### src/rtl/ft2232h_rx_reader.sv
// FT2232H sync-FIFO receive controller with a local FWFT byte buffer.
// Optional byte counter on rx_count_o: define FT_RX_BYTE_COUNT_EN.
module ft2232h_rx_reader #(
  parameter int FIFO_AW     = 4,
  parameter int SKID_MARGIN = 2
) (
  input  logic               clk_i,
  input  logic               rst_n_i,
  input  logic [7:0]         data_i,
  input  logic               rxf_n_i,
  output logic               oe_n_o,
  output logic               rd_n_o,
  output logic [7:0]         dout_o,
  output logic               dout_valid_o,
  input  logic               dout_ready_i,
  output logic [FIFO_AW:0]   fill_o,
  output logic               overflow_o,
  output logic [31:0]        rx_count_o
);

  localparam int DEPTH = 2 ** FIFO_AW;

  typedef enum logic [1:0] {
    IDLE,
    OE,
    READ
  } state_t;

  state_t             state;
  logic [7:0]         mem [DEPTH];
  logic [FIFO_AW-1:0] wr_ptr;
  logic [FIFO_AW-1:0] rd_ptr;
  logic [FIFO_AW-1:0] rd_ptr_n;
  logic [FIFO_AW:0]   fill_n;
  logic [7:0]         head_n;
  logic               xfer;
  logic               pop;
  logic               push;
  logic               full;
  logic               drop;
  int                 free_now;
  int                 free_next;

  always_comb begin
    xfer      = (state == READ) && !rd_n_o && !rxf_n_i;
    pop       = dout_valid_o && dout_ready_i;
    full      = fill_o == (FIFO_AW+1)'(DEPTH);
    push      = xfer && (!full || pop);
    drop      = xfer && full && !pop;
    fill_n    = fill_o + (FIFO_AW+1)'(push)
              - (FIFO_AW+1)'(pop);
    rd_ptr_n  = rd_ptr + FIFO_AW'(pop);
    free_now  = DEPTH - int'(fill_o);
    free_next = DEPTH - int'(fill_n);
    head_n    = dout_o;
    // New head is the incoming byte only when the pop leaves nothing behind it
    if (fill_n != '0) begin
      if (push && fill_o == (FIFO_AW+1)'(pop))
        head_n = data_i;
      else
        head_n = mem[rd_ptr_n];
    end
  end

  always_ff @(posedge clk_i or negedge rst_n_i) begin
    if (!rst_n_i) begin
      state  <= IDLE;
      oe_n_o <= 1'b1;
      rd_n_o <= 1'b1;
    end else begin
      unique case (state)
        IDLE: begin
          if (!rxf_n_i && free_now > SKID_MARGIN) begin
            state  <= OE;
            oe_n_o <= 1'b0;
          end
        end
        OE: begin
          if (rxf_n_i) begin
            state  <= IDLE;
            oe_n_o <= 1'b1;
          end else begin
            state  <= READ;
            rd_n_o <= 1'b0;
          end
        end
        READ: begin
          if (rxf_n_i || free_next <= SKID_MARGIN) begin
            state  <= IDLE;
            oe_n_o <= 1'b1;
            rd_n_o <= 1'b1;
          end
        end
        default: begin
          state  <= IDLE;
          oe_n_o <= 1'b1;
          rd_n_o <= 1'b1;
        end
      endcase
    end
  end

  always_ff @(posedge clk_i) begin
    if (push) mem[wr_ptr] <= data_i;
  end

  always_ff @(posedge clk_i or negedge rst_n_i) begin
    if (!rst_n_i) begin
      wr_ptr       <= '0;
      rd_ptr       <= '0;
      fill_o       <= '0;
      dout_o       <= '0;
      dout_valid_o <= 1'b0;
      overflow_o   <= 1'b0;
    end else begin
      if (push) wr_ptr <= wr_ptr + FIFO_AW'(1);
      rd_ptr       <= rd_ptr_n;
      fill_o       <= fill_n;
      dout_o       <= head_n;
      dout_valid_o <= fill_n != '0;
      if (drop) overflow_o <= 1'b1;
    end
  end

`ifdef FT_RX_BYTE_COUNT_EN
  always_ff @(posedge clk_i or negedge rst_n_i) begin
    if (!rst_n_i)
      rx_count_o <= '0;
    else if (push)
      rx_count_o <= rx_count_o + 32'd1;
  end
`else
  assign rx_count_o = 32'h0;
`endif

endmodule
### config.mk
export PLATFORM = sky130hd
export DESIGN_NAME = ft2232h_rx_reader
export DESIGN_NICKNAME = d
export VERILOG_FILES = /design/src/rtl/ft2232h_rx_reader.sv
export SDC_FILE = /design/constraint.sdc
export NUM_CORES = 1
export LEC_CHECK = 0
export BUFFER_PORTS_ARGS = -buffer_cell sky130_fd_sc_hd__buf_2
export CAP_MARGIN = 10
export CORE_ASPECT_RATIO = 0.7
export CORE_UTILIZATION = 30
export CTS_BUF_LIST = sky130_fd_sc_hd__clkbuf_2 sky130_fd_sc_hd__clkbuf_4 sky130_fd_sc_hd__clkbuf_8
export DETAILED_ROUTE_END_ITERATION = 12
export GPL_TIMING_DRIVEN = 0
export HOLD_SLACK_MARGIN = 0.06
export PLACE_DENSITY = 0.49
export SYNTH_ARGS = -nofsm -noshare
export SYNTH_HDL_FRONTEND = slang
export SYNTH_SLANG_ARGS = --single-unit
export TNS_END_PERCENT = 30
### constraint.sdc
create_clock -name clk_i -period 11.4 [get_ports clk_i]
set_clock_uncertainty 0.1 [all_clocks]
set_input_delay 2.28 -clock clk_i [delete_from_list [all_inputs] [get_ports clk_i]]
set_output_delay 2.28 -clock clk_i [all_outputs]
set_load 0.01 [all_outputs]
==> results.yml, run 1 <==
power:
  vdd_drop_max_mv: 0.1360
  p_leak_nw: 2.956
  power_density_nw_per_um2: 258.5
  finalPower_w: 0.002057
cts:
  cts_resized: 0
  hold_buffers: 0
  numCtsBuffers: 17
  cts_tree: "done"
  clkTransAtPathRegs_ns: 0.09
  htree_levels: 4
  clk-insertion-delay-late_ns: 0.43
  cts_buffer_depth: 2
  cts_sinks: 155
  root_buffer: "clkbuf_8"
  post_cts_buffers: 0
sta:
  fin_tns_setup_ns: 0
  fin_crit_ns: 6.359
  max-slew-margin-rel_pct: 36.37
  rsz0062_at_grt: "no"
  finalHoldViolations: 0
  setup_violations: 0
  fmax_ghz: 0.1572
  tightestPinTransition_ns: 0.9510
  final_max_slew_viol_count: 0
  fin_crit_sh_pct: 55.78
placed_design:
  hpwlAfterDp_mm: 10.12
  port_buffers: 28
  gp_congestion: 0.7947
  place_inst: 771
floorplan:
  fp-row-count: 46
  die_w_um: 183.2
  die_h_um: 128.8
  dieArea_um2: 23610
  io_pins: 61
  core-area_um2: 22620
  initial_core_util_pct: 30.48
yosys:
  yosysTopAreaCell: "edfxtp_1"
  synth_top_area_share_pct: 55.74
  yosys-top-cells-count: "edfxtp_1, buf_4, mux4_1"
  synthFlopType: "edfxtp_1"
  synthArstFlopShare_pct: 17.42
  avgSynthCellArea_um2: 17.41
  netlist_top_cells_area: "edfxtp_1, mux4_1, dfrtp_1"
  synth_edf_count: 128
  netlist_instances: 396
  yosysMostFrequentCell: "edfxtp_1"
  synth-seq-area-share_pct: 65.58
  yosysWarnings: 0
  synth.cell_area_um2: 6895
  ys_seq_elements: 155
  synth_cell_type_count: 53
worst_setup_path:
  r2r_setup_slack_ns: 6.38
  required_ns: 11.63
  crit_path_end_kind: "flop"
  crit_type: "in2reg"
  path_max_fanout: 9
  cp.arrival_ns: 6.59
  startpoint_type: "input port"
grt:
  grtUsageTotal_pct: 12.86
  grt-ovfl-total: 0
  grt_pass1_vias: 3508
  grt_pass1_wl_mm: 21.50
  grt_max_degree: 28
  antenna_found_initial: 0
detailed_routing:
  drtIter0Drc: 259
  drt_wl_total_mm: 14.63
  wire_per_inst_um: 18.22
  drc: 0
  routed_via_density: 4.421
  first_pass_iters: 4
  vias: 3550
  ant_nets: 0
cells_and_area:
  syn2layout_area_growth_pct: 15.41
  drive_above_1_share_pct: 24.44
  fin_cells: 803
  num_antenna_cells: 0
  layout.nets: 511
run:
  cap_violations: 0
run_status:
  outcome: "finished, final reports clean"
hold_path:
  hold_path_class: "reg2reg"
[final timing paths]
kind | startpoint | end | cells past startpoint
hold reg to reg | overflow_o | overflow_o | 1
hold / removal | overflow_o | overflow_o | 1
setup / recovery | rxf_n_i | state[1] | 18
min in group asynchronous | rst_n_i | fill_o[1] | 1
setup reg to reg | fill_o[1] | state[1] | 20
max in group asynchronous | rst_n_i | dout_o[3] | 1
[metal layers]
layer,global-route usage [%],wire length (µm),up-vias
li1,-,-,1667
met1,19.11,7081,1786
met2,19.08,6444,95
met3,2.717,1058,2
met4,3.235,46,0
met5,0,0,-
[report_power, final]
| part | switching [W] | total (W) | internal [W] |
|---|---|---|---|
| logic | 0.000499 | 0.000928 | 0.000429 |
| clock network | 0.000228 | 0.000413 | 0.000185 |
| registers | 0.0000443 | 0.000716 | 0.000672 |
| total | 0.000771 | 0.00206 | 0.00129 |
[worst max-delay path, cell delays in order]
cell	delay, ns
buf_2	0.14
nor4b_1	0.52
a21boi_2	0.49
inv_1	0.09
ha_1	0.30
inv_1	0.05
ha_1	0.16
inv_1	0.06
fa_1	0.43
nor3_1	0.22
nor4_1	0.12
or2_2	0.31
ha_1	0.30
inv_1	0.03
or4b_1	0.54
o41ai_2	0.27
a211oi_2	0.13
o2bb2ai_1	0.14
[cells in the final DEF (no fill, tap or decap), types with 3 or more instances in the layout]
cell type and n:
conb_1 32, buf_4 33, a221o_1 8, nor2_1 18
o22ai_1 10, a211oi_1 10, mux4_2 4, mux4_1 28
inv_6 6, dfrtp_1 25, inv_1 21, clkbuf_8 19
nand3b_1 3, nand2b_1 5, buf_6 5, xnor2_1 6
nor2b_1 4, mux2i_1 8, edfxtp_1 128, a31oi_1 3
nor3_1 8, ha_1 20, buf_2 32, nand2_1 9
[state kept, by name (all words and copies together), names as in the netlist]
signal        count
mem             128
rd_ptr            4
wr_ptr            4
state             2
fill_o            5
overflow_o        1
dout_valid_o      1
rd_n_o            1
dout_o            8
oe_n_o            1
[layout make-up]
cell class | count | area, µm²
clock buffer | 18 | 241.5
inverter | 22 | 82.58
sequential | 155 | 4522
tap | 312 | 390.4
timing repair buffer | 32 | 160.2
fill | 2172 | 14660
buffer | 43 | 342.8
clock inverter | 14 | 153.9
multi-input combinational | 207 | 2064
[metrics by stage]
stage          instance area [µm²]  hold WS, ns  utilization (%)  setup slack (ns)
2_1_floorplan                 7012       0.3968                -             5.254
3_3_place_gp                  7542       0.3825            33.34             4.597
3_5_place_dp                  7562       0.3881            33.43             4.570
4_1_cts                       7958       0.4107            35.18             5.033
5_1_grt                       7958       0.4372            35.18             4.704
6_report                      7958       0.3901            35.18             5.041
[cell families (layout without fill, tap and decap cells)]
logic type      after synthesis  count (layout)  share of synthesized area (%)
compound gates               46              46                          5.371
buf+inv                      65             129                          6.170
mux                          40              40                          13.14
fa+ha+maj                    21              21                          3.919
xor+xnor                      9               9                          1.361
flops                       155             155                          65.58
other cells                   1              32                        0.05438
simple gates                 59              59                          4.409
Note: power is estimated with default switching activity, not from simulation.
==> run 2: changes to the inputs <==
--- a/config.mk
+++ b/config.mk
@@ -13,7 +13,7 @@
 export DETAILED_ROUTE_END_ITERATION = 12
 export GPL_TIMING_DRIVEN = 0
 export HOLD_SLACK_MARGIN = 0.06
-export PLACE_DENSITY = 0.49
+export PLACE_DENSITY = 0.5
 export SYNTH_ARGS = -nofsm -noshare
 export SYNTH_HDL_FRONTEND = slang
 export SYNTH_SLANG_ARGS = --single-unit
==> constraint.sdc (replaced) <==
create_clock -name clk_i -period 5.7 [get_ports clk_i]
set_clock_uncertainty 0.1 [all_clocks]
set_input_delay 1.14 -clock clk_i [delete_from_list [all_inputs] [get_ports clk_i]]
set_output_delay 1.14 -clock clk_i [all_outputs]
set_load 0.01 [all_outputs]
==> run 2 against run 1 <==
  * Non-clock buffer count unchanged
  * Sequential share of layout area up 0.089 points
  * Cell count unchanged
  * Sequential power up 100%
  * Combinational power up 100%
  * Critical path type unchanged
  * Critical endpoint unchanged
  * Largest cell class unchanged
==> results.yml, run 2 (synthesis results as in run 1) <==
run:
  cap_violations: 0
floorplan:
  fp-row-count: 46
  die_h_um: 128.8
  core-area_um2: 22620
  initial_core_util_pct: 30.48
  dieArea_um2: 23610
  die_w_um: 183.2
  io_pins: 61
placed_design:
  place_ws_ns: 0.05275
  port_buffers: 28
  gp_congestion: 0.7798
  hpwlAfterDp_mm: 10.15
hold_path:
  hold_path_class: "reg2reg"
cells_and_area:
  drive_above_1_share_pct: 24.24
  most-common-layout-cells: "edfxtp_1, buf_4, conb_1, mux4_1, buf_2"
  fillCellCount: 2116
  multiInputGateArea_um2: 2064
  largestRegisters: "mem x128, dout_o x8, fill_o x5"
  layout.nets: 511
  seq_area_um2: 4522
  largest_reg_flops: 128
  num_antenna_cells: 0
  final_common_cell: "edfxtp_1"
  top_register: "mem"
  syn2layout_area_growth_pct: 15.22
sta:
  final_max_slew_viol_count: 0
  whs_ns: 0.3839
  finalHoldViolations: 0
  tightestPinTransition_ns: 1.021
  rsz0062_at_grt: "no"
  layout_setup_ws_ns: 0.5151
  fin_crit_ns: 5.185
  max-slew-margin-rel_pct: 31.67
  fmax_ghz: 0.1929
  fin_crit_sh_pct: 90.96
  setup_violations: 0
  fin_tns_setup_ns: 0
cts:
  hold_buffers: 0
  root_buffer: "clkbuf_8"
  cts_resized: 0
  numCtsBuffers: 17
  htree_levels: 4
  cts_sinks: 155
  clkTransAtPathRegs_ns: 0.10
  clk-insertion-delay-late_ns: 0.44
  cts_buffer_depth: 2
  cts_tree: "done"
  post_cts_buffers: 0
detailed_routing:
  drc: 0
  wire_per_inst_um: 18.38
  first_pass_iters: 4
  drtIter0Drc: 275
  drt_wl_total_mm: 14.76
  vias: 3601
  ant_nets: 0
  routed_via_density: 4.484
worst_setup_path:
  critPathMaxStageDelay_ns: 0.53
  path_max_fanout: 9
  startpoint_type: "input port"
  cp.arrival_ns: 5.43
  cp_common_cell: "inv_1"
  crit_type: "in2reg"
  required_ns: 5.94
  crit_chain: "buf_2, nor4b_1, a21boi_2, inv_1, ha_1, inv_1, ha_1, inv_1, fa_1, nor3_1, nor4_1, or2_2, ha_1, inv_1, or4b_1, o41ai_2, a211oi_2, o2bb2ai_1"
  worst_path_max_delay_cell: "or4b_1"
  crit_path_end_kind: "flop"
power:
  p_leak_nw: 2.945
  vdd_drop_max_mv: 0.2198
  power_density_nw_per_um2: 513.5
  finalPower_w: 0.004080
grt:
  grt-ovfl-total: 0
  grt_pass1_vias: 3661
  antenna_found_initial: 1
  grt_pass1_wl_mm: 22.22
  grt_max_degree: 28
  grtUsageTotal_pct: 13.23
run_status:
  outcome: "finished, final reports clean"
[run 2: per-layer routing]
metal | up-vias | share of wire, % | GRT usage, %
li1 | 1667 | - | -
met3 | 12 | 8.4 | 2.576
met4 | 0 | 0.83 | 4.706
met2 | 100 | 44 | 19.66
met1 | 1822 | 47 | 19.26
met5 | - | 0 | 0
[run 2: critical path: cells and delay by family]
| family | cells | cell delay (ns) |
|---|---|---|
| AOI/OAI and AO/OA | 4 | 1.05 |
| adders and majority gates | 4 | 1.17 |
| buffers and inverters | 5 | 0.37 |
| and+or+nand+nor | 5 | 1.70 |
[run 2: power by group]
group	internal, W	switching, W
logic	0.000860	0.00101
clock network	0.000318	0.000460
registers	0.00134	0.0000888
[run 2: path summary, 6_finish.rpt]
path | to | slack [ns] | startpoint | depth (start not counted)
min | overflow_o | 0.38 | overflow_o | 1
max | state[1] | 0.52 | rxf_n_i | 18
min reg2reg | overflow_o | 0.38 | overflow_o | 1
max reg2reg | state[1] | 0.70 | fill_o[1] | 20
min in group asynchronous | fill_o[2] | 0.62 | rst_n_i | 1
max in group asynchronous | dout_o[4] | 4.45 | rst_n_i | 1
[run 2: per-stage QoR]
step	cell area, µm²	instances	utilization, %
after floorplan	7012	427	-
after global routing	7945	803	35.13
final	7945	803	35.13
after CTS	7945	803	35.13
after global placement	7542	767	33.34
after detailed placement	7572	771	33.48
[run 2: area by class of cell]
class                           instances  area share [%]
Buffer                                 43           4.315
Clock buffer                           17           2.945
Clock inverter                         15           1.748
Inverter                               22           1.039
Multi-Input combinational cell        207           25.98
Sequential cell                       155           56.91
Tap cell                              312           4.913
Timing Repair Buffer                   32           2.142
